$ cat src/rtl/mult_8x8_seq_if.sv
// Operand/result handshake bundle for the sequential 8x8 multiplier.
// The operand source and result sink sit on the master side.
interface mult_8x8_seq_if;
  logic        in_valid;
  logic        in_ready;
  logic [7:0]  a;
  logic [7:0]  b;
  logic        out_valid;
  logic        out_ready;
  logic [15:0] p;
  logic        busy;

  modport master (
    output in_valid, a, b, out_ready,
    input  in_ready, out_valid, p, busy
  );

  modport slave (
    input  in_valid, a, b, out_ready,
    output in_ready, out_valid, p, busy
  );
endinterface

$ cat src/rtl/mult_8x8_seq.sv
// Sequential 8x8 unsigned multiplier: one shared 4x4 array multiplier,
// four partial products shift-accumulated into a 16-bit result.
module mult_4x4 (
  input  logic [3:0] i_a,
  input  logic [3:0] i_b,
  output logic [7:0] o_p
);
  always_comb begin
    o_p = '0;
    for (int i = 0; i < 4; i++) begin
      if (i_b[i]) o_p = o_p + (8'(i_a) << i);
    end
  end
endmodule

module mult_8x8_seq (
  input  logic           clk,
  input  logic           rst,
  mult_8x8_seq_if.slave  bus
);
  typedef enum logic [2:0] {IDLE, PP0, PP1, PP2, PP3, DONE} state_t;

  state_t      r_state;
  state_t      w_next;
  logic        r_in_ready;
  logic [7:0]  r_ra;
  logic [7:0]  r_rb;
  logic [15:0] r_acc;
  logic [15:0] r_p;
  logic [3:0]  w_op_a;
  logic [3:0]  w_op_b;
  logic [7:0]  w_pp;
  logic [15:0] w_pp_sh;
  logic [15:0] w_sum;
  logic        w_accept;

  assign w_accept = bus.in_valid && r_in_ready;

  always_comb begin
    w_next = r_state;
    case (r_state)
      IDLE:    if (w_accept) w_next = PP0;
      PP0:     w_next = PP1;
      PP1:     w_next = PP2;
      PP2:     w_next = PP3;
      PP3:     w_next = DONE;
      DONE:    if (bus.out_ready) w_next = IDLE;
      default: w_next = IDLE;
    endcase
  end

  // Operand select for the shared core: low/high nibbles per partial product
  always_comb begin
    w_op_a = r_ra[3:0];
    w_op_b = r_rb[3:0];
    case (r_state)
      PP1:     w_op_a = r_ra[7:4];
      PP2:     w_op_b = r_rb[7:4];
      PP3: begin
        w_op_a = r_ra[7:4];
        w_op_b = r_rb[7:4];
      end
      default: ;
    endcase
  end

  mult_4x4 u_core (
    .i_a (w_op_a),
    .i_b (w_op_b),
    .o_p (w_pp)
  );

  always_comb begin
    w_pp_sh = 16'(w_pp);
    case (r_state)
      PP1, PP2: w_pp_sh = 16'(w_pp) << 4;
      PP3:      w_pp_sh = 16'(w_pp) << 8;
      default:  ;
    endcase
  end

  // Max final sum is 0xFE01, so dropping the carry out of bit 15 is safe
  assign w_sum = r_acc + w_pp_sh;

  // in_ready is registered so it never depends combinationally on inputs
  always_ff @(posedge clk) begin
    if (rst) begin
      r_state    <= IDLE;
      r_in_ready <= 1'b0;
    end else begin
      r_state    <= w_next;
      r_in_ready <= (w_next == IDLE);
    end
  end

  always_ff @(posedge clk) begin
    if (rst) begin
      r_ra  <= '0;
      r_rb  <= '0;
      r_acc <= '0;
      r_p   <= '0;
    end else begin
      case (r_state)
        IDLE: begin
          if (w_accept) begin
            r_ra  <= bus.a;
            r_rb  <= bus.b;
            r_acc <= '0;
          end
        end
        PP0, PP1, PP2: r_acc <= w_sum;
        PP3: begin
          r_acc <= w_sum;
          r_p   <= w_sum;
        end
        default: ;
      endcase
    end
  end

  assign bus.in_ready  = r_in_ready;
  assign bus.out_valid = (r_state == DONE);
  assign bus.busy      = (r_state != IDLE);
  assign bus.p         = r_p;
endmodule

$ cat src/flat_wrapper.sv
// flat-port wrapper written by rule: the top's interface ports become plain ports
module mult_8x8_seq_flat 
  (clk, rst, bus_in_valid, bus_a, bus_b, bus_out_ready, bus_in_ready, bus_out_valid, bus_p, bus_busy);
  mult_8x8_seq_if bus_i ();
  input  logic clk;
  input  logic rst;
  input wire logic [$bits(bus_i.in_valid)-1:0] bus_in_valid;
  input wire logic [$bits(bus_i.a)-1:0] bus_a;
  input wire logic [$bits(bus_i.b)-1:0] bus_b;
  input wire logic [$bits(bus_i.out_ready)-1:0] bus_out_ready;
  output wire logic [$bits(bus_i.in_ready)-1:0] bus_in_ready;
  output wire logic [$bits(bus_i.out_valid)-1:0] bus_out_valid;
  output wire logic [$bits(bus_i.p)-1:0] bus_p;
  output wire logic [$bits(bus_i.busy)-1:0] bus_busy;
  assign bus_i.in_valid = bus_in_valid;
  assign bus_i.a = bus_a;
  assign bus_i.b = bus_b;
  assign bus_i.out_ready = bus_out_ready;
  assign bus_in_ready = bus_i.in_ready;
  assign bus_out_valid = bus_i.out_valid;
  assign bus_p = bus_i.p;
  assign bus_busy = bus_i.busy;
  mult_8x8_seq u_core (.clk(clk), .rst(rst), .bus(bus_i));
endmodule
$ cat config.mk
export PLATFORM = sky130hd
export DESIGN_NAME = mult_8x8_seq_flat
export DESIGN_NICKNAME = d
export VERILOG_FILES = /design/src/rtl/mult_8x8_seq_if.sv /design/src/rtl/mult_8x8_seq.sv /design/src/flat_wrapper.sv
export SDC_FILE = /design/constraint.sdc
export NUM_CORES = 1
export LEC_CHECK = 0
export CORE_UTILIZATION = 40
export DETAILED_ROUTE_END_ITERATION = 6
export PLACE_DENSITY = 0.56
export SYNTH_ARGS = -nofsm -noshare
export SYNTH_HDL_FRONTEND = slang
export SYNTH_SLANG_ARGS = --single-unit
$ cat constraint.sdc
create_clock -name clk -period 18.05 [get_ports clk]
set_input_delay 1.805 -clock clk [delete_from_list [all_inputs] [get_ports clk]]
set_output_delay 1.805 -clock clk [all_outputs]
set_load 0.02 [all_outputs]
* Yosys cells after proc, flatten, opt, wreduce, memory -nomap -nowiden *
Index checks and enable logic that the tools add are counted.

operators by class
  mux-type cells = 12
  add/sub/neg operators = 4
  eq/ne operators = 6
  reduce and logical (&&, ||, !) cells = 11

operator list
  kind                  number
  $pmux W16 S2          2
  $mux W8               3
  $pmux W3 S6           1
  $add A16 B16 Y16      1
  $mux W16              1
  $mux W4               3
  $add A8 B5 Y8         1
  $add A8 B6 Y8         1
  $add A8 B7 Y8         1
  $eq A3 B2 Y1 const B  2
  $eq A3 B3 Y1 const B  2
  $logic_not A3 Y1      2
  $mux W3               2
  $reduce_or A2 Y1      3
  $reduce_and A2 Y1     2
  $reduce_or A4 Y1      1
  $eq A3 B1 Y1 const B  1
  $reduce_bool A3 Y1    1
  $ne A2 B1 Y1 const B  1
  $reduce_bool A2 Y1    1
  $logic_and A1 B1 Y1   1

storage, ports and cells
  bits in registers = 52
  output and inout port bits = 19
  logic and storage cells = 39
  bits of input ports = 20

* Depth between registers and ports, before layout *
  depth in word-level cells = 13
  mapped depth = 31
  gate-level depth less buffers = 28

* By module *
From an unflattened synthesis, not the netlist that was laid out.

second synthesis, totals
  cells, all modules = 436
  area, all modules = 3574.7 um^2

modules (own cells, without submodules)
  module        instances  cells each  seq. area each (um^2)  area each (um^2)
  mult_8x8_seq  1          367         1041.0                 3011.6
  mult_4x4      1          69          0.0                    563.0

* Worst setup path before layout *
Ideal clock, no wire load.

  kind = flip-flop to flip-flop
  start = reg u_core.r_state[0]
  end = reg u_core.r_acc[15]
  clock period less this slack = 6.145 ns
  buffers on the path = 2
  slack = 11.905 ns
  setup time = 0.070 ns
  data required time = 17.980 ns
  data arrival time = 6.074 ns
  stages on the path, launching flop included = 30
  cell sequence = dfxtp_1 > buf_2 > or3b_1 > buf_6 > nand2_4 > mux2i_2 > nor2_1 > ha_1 > fa_1 > mux2_2 > ha_1 > fa_1 > xor2_1 > a22oi_1 > inv_1 > ha_1 > a21o_1 > a21oi_1 > xor2_1 > nor2_1 > a21oi_1 > o22ai_1 > ha_1 > and3_1 > o211ai_1 > a21oi_1 > o31ai_2 > xnor2_1 > or3_1 > a21oi_1

between the ends
  longest elaborated chain between the ends = 13
  elaborated cells between the ends (all ways) = 24
  classes of those cells = add/sub (4); eq/ne (5); mux (8); reduce/logical (7)

RTL lines
  element                                       RTL line                                                     RTL
  from (decl)                                   mult_8x8_seq.sv:23                                           state_t r_state;
  from (signal assigned)                        mult_8x8_seq.sv:91                                           r_state <= w_next;
  $eq A3 B2 Y1 or $eq A3 B3 Y1 (tied branches)  mult_8x8_seq.sv:56, mult_8x8_seq.sv:75, mult_8x8_seq.sv:103
  $reduce_or A2 Y1 (no source line)             n/a
  $mux W4                                       mult_8x8_seq.sv:56                                           case (r_state)
  $mux W4                                       mult_8x8_seq.sv:11                                           if (i_b[i]) o_p = o_p + (8'(i_a) << i);
  $add A8 B5 Y8                                 mult_8x8_seq.sv:11
  $mux W8                                       mult_8x8_seq.sv:11
  $add A8 B6 Y8                                 mult_8x8_seq.sv:11
  $mux W8                                       mult_8x8_seq.sv:11
  $add A8 B7 Y8                                 mult_8x8_seq.sv:11
  $mux W8                                       mult_8x8_seq.sv:11
  $pmux W16 S2                                  mult_8x8_seq.sv:75                                           case (r_state)
  $add A16 B16 Y16                              mult_8x8_seq.sv:83                                           assign w_sum = r_acc + w_pp_sh;
  $pmux W16 S2                                  mult_8x8_seq.sv:103                                          case (r_state)
  to (signal assigned)                          mult_8x8_seq.sv:111                                          PP0, PP1, PP2: r_acc <= w_sum;
  to (signal assigned)                          mult_8x8_seq.sv:113                                          r_acc <= w_sum;
  to (decl)                                     mult_8x8_seq.sv:28                                           logic [15:0] r_acc;

Parallel ways exist; a longest one is shown, timed or not.
A chain may end at the register's enable or synchronous reset.

* Worst setup path after layout *
  start = reg u_core.r_state[1]
  end = reg u_core.r_acc[15]

The elaborated chain is that of the path after synthesis.

==> load_flow_metrics.sql <==
INSERT INTO impl_metrics (metric_group, metric, value, unit) VALUES
('logic_synthesis', 'synth_flop_cell', 'sky130_fd_sc_hd__dfxtp_1', ''),
('global_routing', 'grt_max_degree', '60', ''),
('hold_path', 'timing.hold.worst.start', 'u_core.bus.p[3]$_SDFFE_PP0N_', ''),
('floorplan', 'dieArea', '9090', 'um^2'),
('global_routing', 'track_usage', '19.8', '%'),
('cells_and_area', 'multi_input_comb_area', '2260', 'um^2'),
('drt', 'postRouteAntennaNets', '0', ''),
('logic_synthesis', 'postSynthCellCount', '434', ''),
('logic_synthesis', 'synth_largest_type_area_fraction', '29.9', '%'),
('setup_path', 'cp_max_fo', '10', ''),
('setup_path', 'timing.rr.start', 'u_core.r_state[1]$_SDFF_PP0_', ''),
('sta', 'worst-slew-pin-transition', '1.17', 'ns'),
('setup_path', 'total_buffers_and_inverters_traversed_by_the_critical_path', '1', ''),
('cells_and_area', 'num-fill-cells', '832', ''),
('sta', 'rsz_0062_raised_after_global_routing', 'false', ''),
('run', 'number_of_max_cap_violations', '0', ''),
('logic_synthesis', 'synthesis.area_per_instance', '8.03', 'um^2'),
('clock_network', 'cts_tree', 'done', ''),
('clock_network', 'insertion_delay', '0.32', 'ns'),
('pwr', 'power-per-cell-area', '74.8', 'nW/um^2'),
('cells_and_area', 'areaGrowthSynthToFinish', '14.6', '%'),
('clock_network', 'cts_made_buffers', '5', ''),
('hold_path', 'whs_endpoint', 'u_core.bus.p[3]$_SDFFE_PP0N_', ''),
('logic_synthesis', 'synth_enable_flop_cells', '0', ''),
('run_status', 'outcome', 'finished, final reports clean', ''),
('cells_and_area', 'insertedDiodeCount', '0', ''),
('drt', 'routed_wire_per_std_cell', '14.6', 'um'),
('sta', 'final.hold.worst_slack', '0.456', 'ns'),
('floorplan', 'ioPinCount', '39', ''),
('logic_synthesis', 'synth_fp_nets', '484', ''),
('hold_path', 'timing.hold.worst.class', 'reg2reg', ''),
('cells_and_area', 'final_nets', '505', ''),
('sta', 'timing.final.setup_violations', '0', ''),
('setup_path', 'slowest_delay', '0.53', 'ns'),
('sta', 'period_needed', '7.11', 'ns'),
('placement', 'i_o_buffers', '38', ''),
('floorplan', 'floorplan.initialDensity', '41.8', '%'),
('placement', 'numPlacedInstances', '553', ''),
('setup_path', 'r2r_slack', '10.94', 'ns'),
('sta', 'timing.final.hold_violations', '0', ''),
('setup_path', 'startpoint_type', 'flop', ''),
('setup_path', 'reg2regPathDepth', '28', ''),
('hold_path', 'hold_path_depth', '2', ''),
('global_routing', 'grt_first_pass_wirelength', '13.9', 'mm'),
('sta', 'skew', '0.00756', 'ns'),
('sta', 'total_neg_setup_slack', '0', 'ns'),
('clock_network', 'cts_hold_buffers', '0', ''),
('clock_network', 'clock_sinks', '52', ''),
('floorplan', 'core.rowCount', '33', ''),
('floorplan', 'coreArea', '8340', 'um^2'),
('logic_synthesis', 'netlist_top_cells_area', 'sky130_fd_sc_hd__dfxtp_1, sky130_fd_sc_hd__ha_1, sky130_fd_sc_hd__nand2_1, sky130_fd_sc_hd__a21oi_1, sky130_fd_sc_hd__nor2_1', ''),
('cells_and_area', 'instances_no_fill', '561', ''),
('clock_network', 'cts_root_buf', 'sky130_fd_sc_hd__clkbuf_8', ''),
('setup_path', 'cp-end-kind', 'flop', ''),
('setup_path', 'arrival', '7.35', 'ns'),
('clock_network', 'clk_pin_slew', '0.09', 'ns'),
('drt', 'routed_wire_length', '8.16', 'mm'),
('setup_path', 'required', '18.29', 'ns'),
('setup_path', 'regToRegEndpoint', 'u_core.r_acc[15]$_SDFFE_PP0P_', ''),
('cells_and_area', 'post-route-util', '47.9', '%'),
('clock_network', 'cts.repair.resized', '0', ''),
('placement', 'place.detailed.hpwl', '5.95', 'mm'),
('logic_synthesis', 'synth.lib_cells_used.distinct', '57', ''),
('global_routing', 'initial_antenna_violation_count', '0', ''),
('drt', 'detailroute.via_count', '2981', ''),
('setup_path', 'crit_slowest_cell', 'sky130_fd_sc_hd__dfxtp_1', ''),
('logic_synthesis', 'syn_area', '3480', 'um^2'),
('clock_network', 'clk_path_buf_depth', '2', ''),
('sta', 'final-max-slew-violation-count', '0', ''),
('logic_synthesis', 'async_flop_share', '0', '%'),
('drt', 'drt_iter0_drc', '110', '');
-- stage by stage --
stage | total power [mW] | cell area [um^2]
2_1_floorplan | 0.196 | 3480
3_3_place_gp | 0.219 | 3880
3_5_place_dp | 0.220 | 3880
4_1_cts | 0.303 | 3990
5_1_grt | 0.317 | 3990
6_report | 0.299 | 3990
-- power by group --
group	total, mW	switching [mW]	internal, mW	leakage, nW
Sequential	0.129	0.00692	0.122	0.421
Combinational	0.0881	0.0582	0.0299	1.12
Clock	0.0822	0.0411	0.0411	0.0541
Total	0.299	0.106	0.193	1.59
-- cell type report --
| type | count | area share (%) |
|---|---|---|
| Clock buffer | 5 | 1.72 |
| Clock inverter | 3 | 1.07 |
| Sequential cell | 52 | 26.1 |
| Multi-Input combinational cell | 340 | 56.6 |
| Tap cell | 105 | 3.29 |
| Timing Repair Buffer | 40 | 9.77 |
| Inverter | 16 | 1.50 |
-- placed cells by master (no fill, tap or decap), types with 2 or more instances in the layout --
cell	count
sky130_fd_sc_hd__ha_1	26
sky130_fd_sc_hd__nand2_1	73
sky130_fd_sc_hd__nand2b_1	3
sky130_fd_sc_hd__o22ai_1	4
sky130_fd_sc_hd__clkdlybuf4s50_1	37
sky130_fd_sc_hd__nand4_1	2
sky130_fd_sc_hd__nand3b_1	11
sky130_fd_sc_hd__o21ai_1	3
sky130_fd_sc_hd__o31ai_2	2
sky130_fd_sc_hd__xnor2_1	12
sky130_fd_sc_hd__nor3_1	8
sky130_fd_sc_hd__o21ai_0	8
sky130_fd_sc_hd__mux2i_1	5
sky130_fd_sc_hd__nor2_1	32
sky130_fd_sc_hd__xor2_1	5
sky130_fd_sc_hd__nand3_1	7
sky130_fd_sc_hd__mux2_4	2
sky130_fd_sc_hd__mux2i_2	3
sky130_fd_sc_hd__a211oi_1	7
sky130_fd_sc_hd__nor2b_1	9
sky130_fd_sc_hd__o211ai_1	4
sky130_fd_sc_hd__o31ai_1	3
sky130_fd_sc_hd__dfxtp_1	52
sky130_fd_sc_hd__a21o_1	7
sky130_fd_sc_hd__and3_1	3
sky130_fd_sc_hd__clkbuf_8	5
sky130_fd_sc_hd__o311ai_0	2
sky130_fd_sc_hd__fa_1	4
sky130_fd_sc_hd__o21a_1	4
sky130_fd_sc_hd__a21oi_1	54
sky130_fd_sc_hd__o211a_1	2
sky130_fd_sc_hd__a22oi_1	9
sky130_fd_sc_hd__o21bai_1	2
sky130_fd_sc_hd__inv_1	16
sky130_fd_sc_hd__buf_4	2
sky130_fd_sc_hd__mux2_2	3
sky130_fd_sc_hd__or3_1	2
-- logic make-up after synthesis --
group | after synthesis | synth area share (%)
muxes | 14 | 5.10
AOI/OAI and AO/OA | 120 | 22.2
and+or+nand+nor | 159 | 21.5
DFF | 52 | 29.9
adders and majority gates | 30 | 11.6
xor gates and xnor gates | 17 | 4.27
buffers and inverters | 42 | 5.42
-- sequential cells by signal, summed over array words and instances, names as in the netlist --
register,flops
u_core.bus.in_ready,1
u_core.bus.p,16
u_core.r_acc,16
u_core.r_ra,8
u_core.r_rb,8
u_core.r_state,3
-- cell usage after synthesis, types with 3 or more instances --
cell                       instances
sky130_fd_sc_hd__mux2_2            3
sky130_fd_sc_hd__nand3b_1         11
sky130_fd_sc_hd__nand2b_1          3
sky130_fd_sc_hd__nor2b_1           9
sky130_fd_sc_hd__a22oi_1           9
sky130_fd_sc_hd__o21a_1            4
sky130_fd_sc_hd__xor2_1            5
sky130_fd_sc_hd__a211oi_1          7
sky130_fd_sc_hd__mux2i_2           3
sky130_fd_sc_hd__nand3_1           7
sky130_fd_sc_hd__inv_1            16
sky130_fd_sc_hd__nand2_1          73
sky130_fd_sc_hd__xnor2_1          12
sky130_fd_sc_hd__o22ai_1           4
sky130_fd_sc_hd__dfxtp_1          52
sky130_fd_sc_hd__mux2i_1           5
sky130_fd_sc_hd__ha_1             26
sky130_fd_sc_hd__nor2_1           32
sky130_fd_sc_hd__o21ai_1           3
sky130_fd_sc_hd__and3_1            3
sky130_fd_sc_hd__o31ai_1           3
sky130_fd_sc_hd__fa_1              4
sky130_fd_sc_hd__o211ai_1          4
sky130_fd_sc_hd__o21ai_0           8
sky130_fd_sc_hd__buf_6             4
sky130_fd_sc_hd__nor3_1            8
sky130_fd_sc_hd__a21o_1            7
sky130_fd_sc_hd__a21oi_1          54
sky130_fd_sc_hd__clkbuf_1         19
-- worst reg2reg max path, delay by kind of cell, from the launching register on --
kind            cells  cell delay (ns)
xor+xnor            4             0.66
flops               1             0.53
fa+ha+maj           5             1.74
mux                 1             0.43
buf+inv             1             0.09
simple gates        7             1.36
compound gates     10             2.22
-- metal layers --
metal | up-vias | wire [um] | track usage (%)
li1 | 1559 | - | -
met1 | 1372 | 4140 | 27.1
met2 | 42 | 3720 | 32.1
met3 | 8 | 215 | 2.63
met4 | 0 | 87 | 5.81
met5 | - | 0 | 0
-- worst max path at each step --
stage,from,endpoint,slack (ns),cells past startpoint
2_1_floorplan,u_core.r_state[0]$_SDFF_PP0_,u_core.r_acc[15]$_SDFFE_PP0P_,11.91,29
3_3_place_gp,u_core.r_state[1]$_SDFF_PP0_,u_core.r_acc[15]$_SDFFE_PP0P_,11.05,28
3_5_place_dp,u_core.r_state[1]$_SDFF_PP0_,u_core.r_acc[15]$_SDFFE_PP0P_,10.99,28
4_1_cts,u_core.r_state[1]$_SDFF_PP0_,u_core.r_acc[15]$_SDFFE_PP0P_,10.90,28
5_1_grt,u_core.r_state[1]$_SDFF_PP0_,u_core.r_acc[15]$_SDFFE_PP0P_,10.32,28
6_report,u_core.r_state[1]$_SDFF_PP0_,u_core.r_acc[15]$_SDFFE_PP0P_,10.94,28
Note: power is estimated with default switching activity, not from simulation.
